File: src/rtl/debug_frame_pkg.sv
// rtl/debug_frame_pkg.sv - shared constants and types for the debug status frame
package debug_frame_pkg;

  localparam int FRAME_LEN = 26;
  localparam int SEQ_W     = 4;
  localparam logic [SEQ_W-1:0] START_SEQ = 4'b1111;
  localparam logic [SEQ_W-1:0] END_SEQ   = 4'b1001;

  localparam int KEY_W = 4;
  localparam int MSG_W = 7;
  localparam int CT_W  = 7;

  // Field offsets inside the 22-bit payload word (end sequence in the low bits)
  localparam int CT_LSB  = SEQ_W;
  localparam int MSG_LSB = CT_LSB + CT_W;
  localparam int KEY_LSB = MSG_LSB + MSG_W;

  typedef enum logic {HUNT, PAYLOAD} state_e;

endpackage

File: src/rtl/frame_sipo.sv
// rtl/frame_sipo.sv - serial-in/parallel-out shift register, MSB first, with sync clear
module frame_sipo #(
  parameter int W = 4
) (
  input  logic         clk,
  input  logic         rst_n,
  input  logic         clr,
  input  logic         shift_en,
  input  logic         bit_in,
  output logic [W-1:0] data
);

  logic [W-1:0] data_q, data_d;

  always_comb begin
    data_d = data_q;
    if (clr) begin
      data_d = '0;
    end else if (shift_en) begin
      data_d = {data_q[W-2:0], bit_in};
    end
  end

  always_ff @(posedge clk or negedge rst_n) begin
    if (!rst_n) begin
      data_q <= '0;
    end else begin
      data_q <= data_d;
    end
  end

  assign data = data_q;

endmodule

File: src/rtl/debug_frame_receiver.sv
// rtl/debug_frame_receiver.sv - hunts for the debug frame start, deserialises and checks it
module debug_frame_receiver #(
  parameter int FRAME_LEN = debug_frame_pkg::FRAME_LEN,
  parameter int CNT_W     = 8
) (
  input  logic             clk,
  input  logic             rst_n,
  input  logic             ena,
  input  logic             serial_in,
  input  logic             serial_valid,
  output logic [3:0]       key_count,
  output logic [6:0]       msg_count,
  output logic [6:0]       ct_count,
  output logic             frame_valid,
  output logic             frame_error,
  output logic [CNT_W-1:0] good_frames,
  output logic [CNT_W-1:0] err_frames
);

  import debug_frame_pkg::*;

  localparam int PAY_LEN = FRAME_LEN - SEQ_W;
  localparam int IDX_W   = $clog2(PAY_LEN);
  localparam logic [IDX_W-1:0] LAST_IDX = IDX_W'(PAY_LEN - 1);

  state_e           state_q, state_d;
  logic [IDX_W-1:0] idx_q, idx_d;
  logic [KEY_W-1:0] key_q, key_d;
  logic [MSG_W-1:0] msg_q, msg_d;
  logic [CT_W-1:0]  ct_q, ct_d;
  logic             fv_q, fv_d;
  logic             fe_q, fe_d;
  logic [CNT_W-1:0] good_q, good_d;
  logic [CNT_W-1:0] err_q, err_d;
  logic [CNT_W-1:0] err_inc;

  // The current bit completes both windows, so the registers hold one bit less
  logic [SEQ_W-2:0]   win;
  logic [PAY_LEN-2:0] pay;
  logic [SEQ_W-1:0]   win_now;
  logic [PAY_LEN-1:0] word;
  logic               win_clr, win_shift, pay_clr, pay_shift;

  assign win_now = {win, serial_in};
  assign word    = {pay, serial_in};
  assign err_inc = (err_q == '1) ? err_q : err_q + CNT_W'(1);

  frame_sipo #(.W(SEQ_W - 1)) u_win (
    .clk      (clk),
    .rst_n    (rst_n),
    .clr      (win_clr),
    .shift_en (win_shift),
    .bit_in   (serial_in),
    .data     (win)
  );

  frame_sipo #(.W(PAY_LEN - 1)) u_pay (
    .clk      (clk),
    .rst_n    (rst_n),
    .clr      (pay_clr),
    .shift_en (pay_shift),
    .bit_in   (serial_in),
    .data     (pay)
  );

  always_comb begin
    state_d   = state_q;
    idx_d     = idx_q;
    key_d     = key_q;
    msg_d     = msg_q;
    ct_d      = ct_q;
    fv_d      = 1'b0;
    fe_d      = 1'b0;
    good_d    = good_q;
    err_d     = err_q;
    win_clr   = 1'b0;
    win_shift = 1'b0;
    pay_clr   = 1'b0;
    pay_shift = 1'b0;

    if (!ena) begin
      state_d = HUNT;
      idx_d   = '0;
      win_clr = 1'b1;
      pay_clr = 1'b1;
    end else begin
      case (state_q)
        HUNT: begin
          if (!serial_valid) begin
            win_clr = 1'b1;
          end else if (win_now == START_SEQ) begin
            state_d = PAYLOAD;
            idx_d   = '0;
            win_clr = 1'b1;
            pay_clr = 1'b1;
          end else begin
            win_shift = 1'b1;
          end
        end
        PAYLOAD: begin
          win_clr = 1'b1;
          if (!serial_valid) begin
            fe_d    = 1'b1;
            err_d   = err_inc;
            state_d = HUNT;
            idx_d   = '0;
          end else if (idx_q == LAST_IDX) begin
            state_d = HUNT;
            idx_d   = '0;
            if (word[SEQ_W-1:0] == END_SEQ) begin
              key_d  = word[KEY_LSB +: KEY_W];
              msg_d  = word[MSG_LSB +: MSG_W];
              ct_d   = word[CT_LSB +: CT_W];
              fv_d   = 1'b1;
              good_d = good_q + CNT_W'(1);
            end else begin
              fe_d  = 1'b1;
              err_d = err_inc;
            end
          end else begin
            pay_shift = 1'b1;
            idx_d     = idx_q + IDX_W'(1);
          end
        end
        default: state_d = HUNT;
      endcase
    end
  end

  always_ff @(posedge clk or negedge rst_n) begin
    if (!rst_n) begin
      state_q <= HUNT;
      idx_q   <= '0;
      key_q   <= '0;
      msg_q   <= '0;
      ct_q    <= '0;
      fv_q    <= 1'b0;
      fe_q    <= 1'b0;
      good_q  <= '0;
      err_q   <= '0;
    end else begin
      state_q <= state_d;
      idx_q   <= idx_d;
      key_q   <= key_d;
      msg_q   <= msg_d;
      ct_q    <= ct_d;
      fv_q    <= fv_d;
      fe_q    <= fe_d;
      good_q  <= good_d;
      err_q   <= err_d;
    end
  end

  assign key_count   = key_q;
  assign msg_count   = msg_q;
  assign ct_count    = ct_q;
  assign frame_valid = fv_q;
  assign frame_error = fe_q;
  assign good_frames = good_q;
  assign err_frames  = err_q;

endmodule

File: config.mk
export PLATFORM = sky130hd
export DESIGN_NAME = debug_frame_receiver
export DESIGN_NICKNAME = d
export VERILOG_FILES = /design/src/rtl/debug_frame_pkg.sv /design/src/rtl/frame_sipo.sv /design/src/rtl/debug_frame_receiver.sv
export SDC_FILE = /design/constraint.sdc
export NUM_CORES = 1
export LEC_CHECK = 0
export CORE_MARGIN = 1
export CORE_UTILIZATION = 45
export DETAILED_ROUTE_END_ITERATION = 10
export GPL_ROUTABILITY_DRIVEN = 0
export MAX_ROUTING_LAYER = met4
export PLACE_DENSITY = 0.68
export SLEW_MARGIN = 40
export SYNTH_ARGS = -nofsm -noshare
export SYNTH_HDL_FRONTEND = slang
export SYNTH_SLANG_ARGS = --single-unit
File: constraint.sdc
create_clock -name clk -period 3.9 [get_ports clk]
set_input_delay 0.78 -clock clk [delete_from_list [all_inputs] [get_ports clk]]
set_output_delay 0.78 -clock clk [all_outputs]
set_load 0.01 [all_outputs]
## Word-level counts from Yosys, hierarchy flattened

Cells that the tools add are included.

| word-level totals | value |
|---|---|
| bits in registers | 66 |
| bits of input ports | 5 |
| output and inout port bits | 36 |

| operators by class | value |
|---|---|
| add/subtract/negate cells | 3 |
| equality and inequality tests | 8 |
| muxes and demuxes | 41 |
| bitwise operators | 1 |
| reductions and logical operators | 5 |

Operator list:

| cell | number |
|---|---|
| $mux W21 | 2 |
| $mux W8 | 4 |
| $mux W1 | 25 |
| $mux W5 | 5 |
| $add A8 B1 Y8 const B | 2 |
| $pmux W5 S2 | 1 |
| $eq A4 B4 Y1 const B | 2 |
| $eq A8 B8 Y1 const B | 1 |
| $mux W3 | 2 |
| $ne A3 B3 Y1 const B | 2 |
| $add A5 B1 Y5 const B | 1 |
| $eq A5 B5 Y1 const B | 1 |
| $reduce_and A5 Y1 | 1 |
| $pmux W1 S2 | 2 |
| $reduce_and A4 Y1 | 1 |
| $reduce_bool A2 Y1 | 2 |
| $ne A2 B1 Y1 const B | 1 |
| $ne A2 B2 Y1 const B | 1 |
| $reduce_and A2 Y1 | 1 |
| $not A1 Y1 | 1 |

## Logic depth before layout (Yosys ltp)

Gate-level depths: netlist of run 1.

| depth | value |
|---|---|
| depth in word-level cells | 7 |
| gate-level depth with buffers | 8 |
| depth with buffers taken out | 7 |

## Modules after synthesis

Synthesis of run 1 repeated with hierarchy kept, for this count alone.

| second synthesis, totals | value |
|---|---|
| cells, all modules | 262 |
| area, all modules | 2,842.7 sq um |

Modules (own cells, without submodules):

| module | times used | cells an instance | area each (sq um) | seq. area each (sq um) |
|---|---|---|---|---|
| debug_frame_receiver | 1 | 185 | 1,869.3 | 1,051.0 |
| frame_sipo (u_pay) | 1 | 68 | 857.1 | 525.5 |
| frame_sipo (u_win) | 1 | 9 | 116.4 | 75.1 |

## Worst setup path after synthesis of run 1

No wires, ideal clock.

| timing | value |
|---|---|
| kind | input to register |
| start point | input serial_valid |
| end point | register err_q[1], in the netlist err_frames[1] |
| setup time | 125 ps |
| arrival | 1,602 ps |
| required time | 3,775 ps |
| setup slack | 2,173 ps |
| stages | 4 |
| buffers on the path | 0 |
| cell sequence | and4bb_4 a22oi_4 nand3_2 mux2_4 |

| on the way | value |
|---|---|
| word-level cells in the longest chain between the ends | 2 |

Ends and longest elaborated chain:

| element | RTL line | source |
|---|---|---|
| from (decl) | debug_frame_receiver.sv:10 | `input logic serial_valid,` |
| $ne A2 B2 Y1 (no line) or $ne A2 B1 Y1 (tied branches) | - |  |
| $reduce_and A4 Y1 (no line) | - |  |
| to (signal assigned) | debug_frame_receiver.sv:150 | `err_q <= err_d;` |
| to (decl) | debug_frame_receiver.sv:34 | `logic [CNT_W-1:0] err_q, err_d;` |

Parallel ways exist; a longest one is shown, timed or not.
A chain may end at the register's enable or synchronous reset.

## Worst setup path in the final report of run 1

| timing | value |
|---|---|
| start point | input serial_valid |
| end point | register good_q[6], in the netlist good_frames[6] |

| on the way | value |
|---|---|
| word-level cells in the longest chain between the ends | 1 |

Ends and longest elaborated chain:

| element | RTL line | source |
|---|---|---|
| $reduce_and A5 Y1 (no line) | - |  |
| to (signal assigned) | debug_frame_receiver.sv:149 | `good_q <= good_d;` |
| to (decl) | debug_frame_receiver.sv:33 | `logic [CNT_W-1:0] good_q, good_d;` |

No other way between the ends.

==> summary.txt, run 1 <==
Setup crit start kind: input port
post-DR vias/cell: 5.13
DP HPWL: 3.41 mm
area leader, netlist: dfrtp_1
global-route wire length before repair: 8.80 mm
# rows: 28
P_leak: 1.66 nW
CTS tree: done
initial DRC count: 163
Die Footprint: 0.00661 mm2
DRC: 0
layout cells sized above 1: 8.06%
crit path max fanout: 24
Main synth FF type: dfrtp_1
CTS root buf: clkbuf_8
Slew @ Worst Pin: 0.582 ns
delay-heaviest family, CP: buffers and inverters
dpl cells: 395
diode count: 0
Setup Skew: 0.00950 ns
Starting Density: 47.2%
I/O Buffers: 40
Tot Pwr: 0.00128 W
RSZ-0062 raised after global routing: no
Tmin final: 2.57 ns
die width: 81.3 um
Hold Path Class: in -> async
pin count of the biggest net entering global routing: 49
setup_tns: 0 ns
Antenna Nets Post-Route: 0
Die Height: 81.3 um
total vias in the final route: 2103
asr flop ratio synth: 100%
post-synthesis register bit count: 66
Final Non-Filler Cells: 410
buffers plus inverters on the worst setup path: 2
final setup violation count: 0
post-synthesis sequential area ratio: 58.4%
final WL: 5.13 mm
crit path max-delay cell type: clkdlybuf4s50_1
H-tree depth: 3
Worst EP arrival: 2.79 ns
Synthesized Nets: 298
Fin Hold WS: 0.367 ns
Worst Path Required: 4.12 ns
post-CTS sizing: 0
Final Hold Fails: 0
Pre-Repair DR Iteration Count: 4
critical path capture point type: flop
Post-synth EDFFs: 0
Mapped Area: 0.00283 mm2
synth top area cells: dfrtp_1 58%, nand2_1 14%, a21oi_1 3.9%
FMAX: 389 MHz
Synth Warn #: 0
Sink Count: 66
Slew Limit Headroom: 61.2%
global route overflow: 0
Synth top cells by count: 109 x nand2_1, 66 x dfrtp_1, 22 x a21oi_1
number of buffers created by CTS: 9
postcts setup bufs: 0
vias in the first global route: 1907
most numerous cell in the Yosys netlist: nand2_1
GRT Total Usage: 18.4%
CTS max path bufs: 2
status: complete, no violations
fin. max-slew vios: 0
Setup CP Type: in -> reg
Critical Path Max Stage Delay: 0.62 ns
Mapped Cells: 289
synth unique cells: 32
Core ar.: 0.00599 mm2
CTS Hold Bufs: 0
Avg WL per Cell: 12.5 um
area grow syn2layout: 23.2%
VDD IR max: 313 uV
nets: 341
period utilisation layout: 65.9%
syn avg cell area: 9.79 um2
initial antenna violation count: 0
CTS clock-pin slew for the worst setup and hold paths: 0.07 ns
post-synth top area share: 58.4%
Max-cap violations: 0
Skew-Pair Late Insertion Delay: 0.34 ns
# IOs: 41
Power Density: 367 mW/mm2
worst-path cell chain: clkdlybuf4s50_1, and4bb_4, nand4_4, inv_2, nand4_1, xnor2_1
cell usage in the layout, fill, tap and decap left out, types with 2 or more instances in the layout:
cell,netlist,routed
and2_1,3,3
nor2_1,2,2
o21ai_0,5,5
nand2_1,109,109
dfrtp_1,66,66
nand4_1,4,4
xor2_1,5,5
buf_4,1,3
nor3_1,2,2
inv_1,4,4
xnor2_1,9,9
clkdlybuf4s50_1,0,39
clkbuf_8,0,11
nand3_1,13,13
a31oi_1,7,7
ha_1,4,4
a21oi_1,22,22
and3_1,8,8
kinds of logic after synthesis:
family / Yosys count / synth area share, %
adder cells (fa/ha/maj): 4 / 1.77
buffers and inverters: 17 / 2.79
AO/OA/AOI/OAI: 37 / 7.52
multiplexers: 2 / 0.884
AND/OR/NAND/NOR: 149 / 24.3
XOR/XNOR: 14 / 4.33
flip-flops: 66 / 58.4
sequential cells by signal, summed over array words and instances (netlist names), 3 cells and up:
name,cells
u_pay.data,21
err_frames,8
good_frames,8
ct_count,7
msg_count,7
idx_q,5
key_count,4
u_win.data,3
report_power, final:
part           internal [W]  total [W]  leakage (nW)  switching, W
sequential         0.000685   0.000686         0.922   0.000000706
clock              0.000323   0.000563        0.0946      0.000240
combinational    0.00000657  0.0000294         0.642     0.0000228
total               0.00102    0.00128          1.66      0.000264
through the flow:
step	setup WS (ns)	util [%]	cell area, um2
floorplan	2.17	-	2830
detailed placement	0.941	54.8	3280
CTS	1.30	58.0	3470
global route	1.13	58.2	3480
global placement	0.974	54.8	3280
finish	1.33	58.2	3480
worst paths after layout:
path	from	slack (ns)	cells after the start	endpoint
setup reg to reg	idx_q[0]	1.75	6	good_frames[6]
max in group asynchronous	rst_n	2.61	2	ct_count[4]
min in group clk	u_pay.data[20]	0.47	2	key_count[3]
setup / recovery	serial_valid	1.33	6	good_frames[6]
hold / removal	rst_n	0.37	1	good_frames[5]
hold reg to reg	u_pay.data[20]	0.47	2	key_count[3]
routing by layer:
layer	share of wire, %	global-route usage, %	vias up
li1	-	-	1038
met1	49	24.7	1011
met2	45	25.6	45
met3	4.0	5.28	9
met4	1.8	8.39	0
met5	0	-	-
cell type report:
type                            instances  area, um2
Sequential cell                        66       1650
Timing Repair Buffer                   44        429
Tap cell                               75       93.8
Fill cell                             495       2510
Clock buffer                           12        155
Clock inverter                          2       37.5
Inverter                                5       18.8
Multi-Input combinational cell        206       1100
No activity file was read; power rests on OpenSTA's default activity.
==> run 2, diff against run 1 <==
--- a/config.mk
+++ b/config.mk
@@ -10,7 +10,7 @@
 export DETAILED_ROUTE_END_ITERATION = 10
 export GPL_ROUTABILITY_DRIVEN = 0
 export MAX_ROUTING_LAYER = met4
-export PLACE_DENSITY = 0.68
+export PLACE_DENSITY = 0.71
 export SLEW_MARGIN = 40
 export SYNTH_ARGS = -nofsm -noshare
 export SYNTH_HDL_FRONTEND = slang
==> constraint.sdc (replaced) <==
create_clock -name clk -period 2.3 [get_ports clk]
set_input_delay 0.46 -clock clk [delete_from_list [all_inputs] [get_ports clk]]
set_output_delay 0.46 -clock clk [all_outputs]
set_load 0.01 [all_outputs]
==> run 2 against run 1 <==
Total power increased by 61%. Clock power increased by 49%. Register-to-register slack got worse by 1.2 ns. Critical path depth decreased by 5. Die area unchanged. Worst hold slack got worse by 0.25 ns. Critical path type is now reg -> out. Largest power group unchanged.
==> summary.txt, run 2 (synthesized netlist as in run 1, its figures left out) <==
Int Pwr: 0.00162 W
GRT Total Usage: 18.1%
worst-path cell chain: clkdlybuf4s50_1
Antenna Nets Post-Route: 0
vias in the first global route: 1939
diode count: 0
Slew @ Worst Pin: 0.544 ns
Setup crit start kind: flop
Fin Hold WS: 0.115 ns
fin. max-slew vios: 0
Die Height: 81.3 um
Setup CP Type: reg -> out
Critical Path Max Stage Delay: 0.58 ns
Max-cap violations: 0
dpl cells: 400
P_leak: 1.68 nW
CTS max path bufs: 2
worst flop-to-flop path endpoint: err_frames[1]
period utilisation layout: 78.8%
DRC: 0
Tot Pwr: 0.00206 W
Worst EP arrival: 1.35 ns
status: complete, no violations
setup_tns: 0 ns
H-tree depth: 3
global-route wire length before repair: 8.68 mm
crit path max fanout: 7
global route overflow: 0
critical path capture point type: primary output
FMAX: 552 MHz
buffers plus inverters on the worst setup path: 1
CTS root buf: clkbuf_8
DP HPWL: 3.47 mm
Pre-Repair DR Iteration Count: 4
layout cells sized above 1: 9.12%
Sink Count: 66
Final WS setup: 0.487 ns
number of buffers created by CTS: 9
nets: 345
CTS clock-pin slew for the worst setup and hold paths: 0.06 ns
commonest non-fill, non-tap cell in the layout: nand2_1
Slew Limit Headroom: 63.8%
pin count of the biggest net entering global routing: 45
area grow syn2layout: 24.2%
commonest cells after routing, fill and taps aside: 109 x nand2_1, 66 x dfrtp_1, 39 x clkdlybuf4s50_1
Hold Path Class: in -> async
multi-input gate area in the final layout: 0.00110 mm2
Comb pwr share: 2.7%
total vias in the final route: 2080
Worst Path Required: 1.84 ns
Psw: 0.000435 W
# rows: 28
crit path max-delay cell type: clkdlybuf4s50_1
layout filler cell count: 512
post-CTS sizing: 0
Die Footprint: 0.00661 mm2
CTS tree: done
r2r setup slk: 0.54 ns
# IOs: 41
I/O Buffers: 40
RSZ-0062 raised after global routing: no
Power Density: 585 mW/mm2
R2R cell count: 6
r2r startpoint: idx_q[1]
Clock power frac: 40.7%
max FFs per register: 21
CTS Hold Bufs: 0
Sequential Power Share: 56.5%
sw frac: 21.2%
Setup Skew: 0.00567 ns
Tmin final: 1.81 ns
final setup violation count: 0
Avg WL per Cell: 12.2 um
initial DRC count: 122
sequential cell area: 0.00165 mm2
Core ar.: 0.00599 mm2
Final Non-Filler Cells: 415
VDD IR max: 435 uV
pre-CTS setup slack: 0.236 ns
delay-heaviest family, CP: buffers and inverters
final WL: 5.08 mm
initial antenna violation count: 0
postcts setup bufs: 0
Starting Density: 47.2%
Skew-Pair Late Insertion Delay: 0.33 ns
Final Hold Fails: 0
die width: 81.3 um
post-DR vias/cell: 5.01
[run 2: through the flow]
step	utilization [%]	instance area, um2
final	58.7	3510
after global routing	58.7	3510
after CTS	58.7	3510
after detailed placement	55.8	3340
after global placement	55.8	3340
after floorplan	-	2830
[run 2: per-layer routing]
layer	wire length, um	GRT usage (%)	part of all wire, %	up-vias
met2	2430	26.4	48	38
met4	45	5.89	0.89	0
met1	2470	23.5	49	980
met5	0	-	0	-
li1	-	-	-	1056
met3	139	6.40	2.7	6
[run 2: final cells by class]
cell class / count / area share, %
sequential: 66 / 47.0
multi-input combinational: 206 / 31.3
timing repair buffer: 48 / 13.7
clock buffer: 13 / 4.52
tap: 75 / 2.67
inverter: 5 / 0.534
clock inverter: 2 / 0.356
[run 2: how the worst max path moves through the flow]
| stage | startpoint | end | slack, ns | cells past startpoint |
|---|---|---|---|---|
| after floorplan | err_frames[0] | err_frames[7] | 0.70 | 5 |
| after global placement | serial_in | u_pay.data[5] | 0.25 | 6 |
| after detailed placement | serial_in | u_pay.data[5] | 0.24 | 6 |
| after CTS | err_frames[2] | err_frames[2] | 0.47 | 1 |
| after global routing | err_frames[7] | err_frames[7] | 0.41 | 1 |
| final | err_frames[2] | err_frames[2] | 0.49 | 1 |
[run 2: power groups by stage]
stage	sequential (W)	clock (W)	combinational [W]
finish	0.00116	0.000838	0.0000564
CTS	0.00116	0.000869	0.0000588
detailed placement	0.00118	0	0.0000586
floorplan	0.00118	0	0.0000133
global route	0.00116	0.000934	0.0000642
global placement	0.00118	0	0.0000584
==> run 3, diff against run 2 <==
--- a/config.mk
+++ b/config.mk
@@ -10,7 +10,7 @@
 export DETAILED_ROUTE_END_ITERATION = 10
 export GPL_ROUTABILITY_DRIVEN = 0
 export MAX_ROUTING_LAYER = met4
-export PLACE_DENSITY = 0.71
+export PLACE_DENSITY = 0.68
 export SLEW_MARGIN = 40
 export SYNTH_ARGS = -nofsm -noshare
 export SYNTH_HDL_FRONTEND = slang
==> constraint.sdc (replaced) <==
create_clock -name clk -period 1.7 [get_ports clk]
set_input_delay 0.34 -clock clk [delete_from_list [all_inputs] [get_ports clk]]
set_output_delay 0.34 -clock clk [all_outputs]
set_load 0.01 [all_outputs]
==> run 3 against run 2 <==
Combinational power up 64%. Sequential share of layout area down 2.7 points. Final cell count up 4.6%. Critical path depth unchanged. Worst hold slack better by 0.26 ns. Sequential power up 35%. Register-to-register slack worse by 0.49 ns. Die area unchanged. Critical endpoint unchanged.
==> summary.txt, run 3 (synthesized netlist as in run 1, its figures left out) <==
number of buffers created by CTS: 9
Setup CP Type: reg -> out
H-tree depth: 3
Clock power frac: 46.5%
VDD IR max: 524 uV
post-DR vias/cell: 5.12
buffers plus inverters on the worst setup path: 1
# IOs: 41
Pre-Repair DR Iteration Count: 4
commonest non-fill, non-tap cell in the layout: nand2_1
Slew Limit Headroom: 81.9%
Final Hold Fails: 0
Antenna Nets Post-Route: 0
FMAX: 602 MHz
Sink Count: 66
nets: 363
Max-cap violations: 0
fin. max-slew vios: 0
total vias in the final route: 2221
final setup violation count: 0
CTS max path bufs: 2
Hold Path Class: in -> async
Slew @ Worst Pin: 0.269 ns
initial antenna violation count: 0
layout cells sized above 1: 15.9%
CTS clock-pin slew for the worst setup and hold paths: 0.07 ns
critical path capture point type: primary output
GRT Total Usage: 19.4%
Die Footprint: 0.00661 mm2
area grow syn2layout: 32.3%
# rows: 28
CTS tree: done
diode count: 0
max FFs per register: 21
vias in the first global route: 2089
RSZ-0062 raised after global routing: no
commonest cells after routing, fill and taps aside: 109 x nand2_1, 60 x dfrtp_1, 38 x clkdlybuf4s50_1
sw frac: 21.7%
Worst EP arrival: 1.32 ns
Psw: 0.000676 W
Int Pwr: 0.00244 W
Tmin final: 1.66 ns
pin count of the biggest net entering global routing: 44
Setup crit start kind: flop
crit path max fanout: 7
Core ar.: 0.00599 mm2
dpl cells: 411
global-route wire length before repair: 9.20 mm
period utilisation layout: 97.8%
I/O Buffers: 40
Die Height: 81.3 um
status: complete, no violations
Final Non-Filler Cells: 434
Critical Path Max Stage Delay: 0.56 ns
delay-heaviest family, CP: buffers and inverters
Setup Skew: 0.00470 ns
setup_tns: 0 ns
crit path max-delay cell type: clkdlybuf4s50_1
Sequential Power Share: 50.5%
Skew-Pair Late Insertion Delay: 0.34 ns
P_leak: 1.81 nW
DP HPWL: 3.78 mm
Avg WL per Cell: 13.3 um
Comb pwr share: 3.0%
final WL: 5.77 mm
DRC: 0
Worst Path Required: 1.36 ns
Starting Density: 47.2%
global route overflow: 0
die width: 81.3 um
worst-path cell chain: clkdlybuf4s50_1
CTS root buf: clkbuf_8
Power Density: 831 mW/mm2
initial DRC count: 94
[run 3: cell types whose count changed in the layout (fill, tap and decap cells not counted), moves of 3 or more]
cell      change
dfrtp_1       -6
buf_4        +13
dfrtp_2       +6
clkinv_4      +3
[run 3: power by group through the flow]
stage	clock (W)	combinational [W]	sequential (W)
after global routing	0.00152	0.000104	0.00157
after global placement	0	0.0000915	0.00160
final	0.00145	0.0000925	0.00157
after floorplan	0	0.0000180	0.00160
after CTS	0.00148	0.0000955	0.00157
after detailed placement	0	0.0000932	0.00160
[run 3: metrics by stage]
stage | utilization, % | power (W) | cell area, um2 | hold WS, ns | setup WS (ns)
floorplan | - | 0.00162 | 2830 | 0.0444 | 0.0979
global placement | 57.6 | 0.00169 | 3450 | 0.199 | -0.0967
detailed placement | 57.6 | 0.00170 | 3450 | 0.206 | -0.127
CTS | 61.5 | 0.00315 | 3680 | 0.366 | 0.00927
global route | 62.5 | 0.00320 | 3740 | 0.396 | 0.00266
finish | 62.5 | 0.00311 | 3740 | 0.372 | 0.0378
[run 3: final timing paths]
path	start	end	slack, ns	cells after the start
setup / recovery	err_frames[2]	err_frames[2]	0.04	1
hold / removal	rst_n	good_frames[2]	0.37	2
setup reg to reg	idx_q[1]	good_frames[5]	0.05	6
hold reg to reg	key_count[1]	key_count[1]	0.47	2
max in group asynchronous	rst_n	err_frames[2]	0.83	3
min in group clk	key_count[1]	key_count[1]	0.47	2
[run 3: area by class of cell]
cell class              instances  area [um2]
clock buffers                  10         128
inverters                       5        18.8
fillers                       493        2250
flip-flops and latches         66        1660
clock inverters                 6        91.3
repair buffers                 66         649
well taps                      75        93.8
multi-input cells             206        1100
[run 3: layer usage]
layer	GRT usage, %	vias to the layer above	routed length, um
met1	23.3	1091	2690
met3	3.48	11	157
met4	10.9	0	131
li1	-	1085	-
met2	30.6	34	2790
met5	-	-	0
[run 3: what timing repair did]
| action | 4_1_cts | 5_1_grt |
|---|---|---|
| gates cloned | 0 | 1 |
| pin swaps | 0 | 2 |
| buffers inserted | 0 | 5 |
| endpoints found under the hold margin | 6 | 0 |
| gates resized for setup | 4 | 8 |
| hold buffers | 1 | 0 |
| setup endpoints to repair | 4 | 23 |
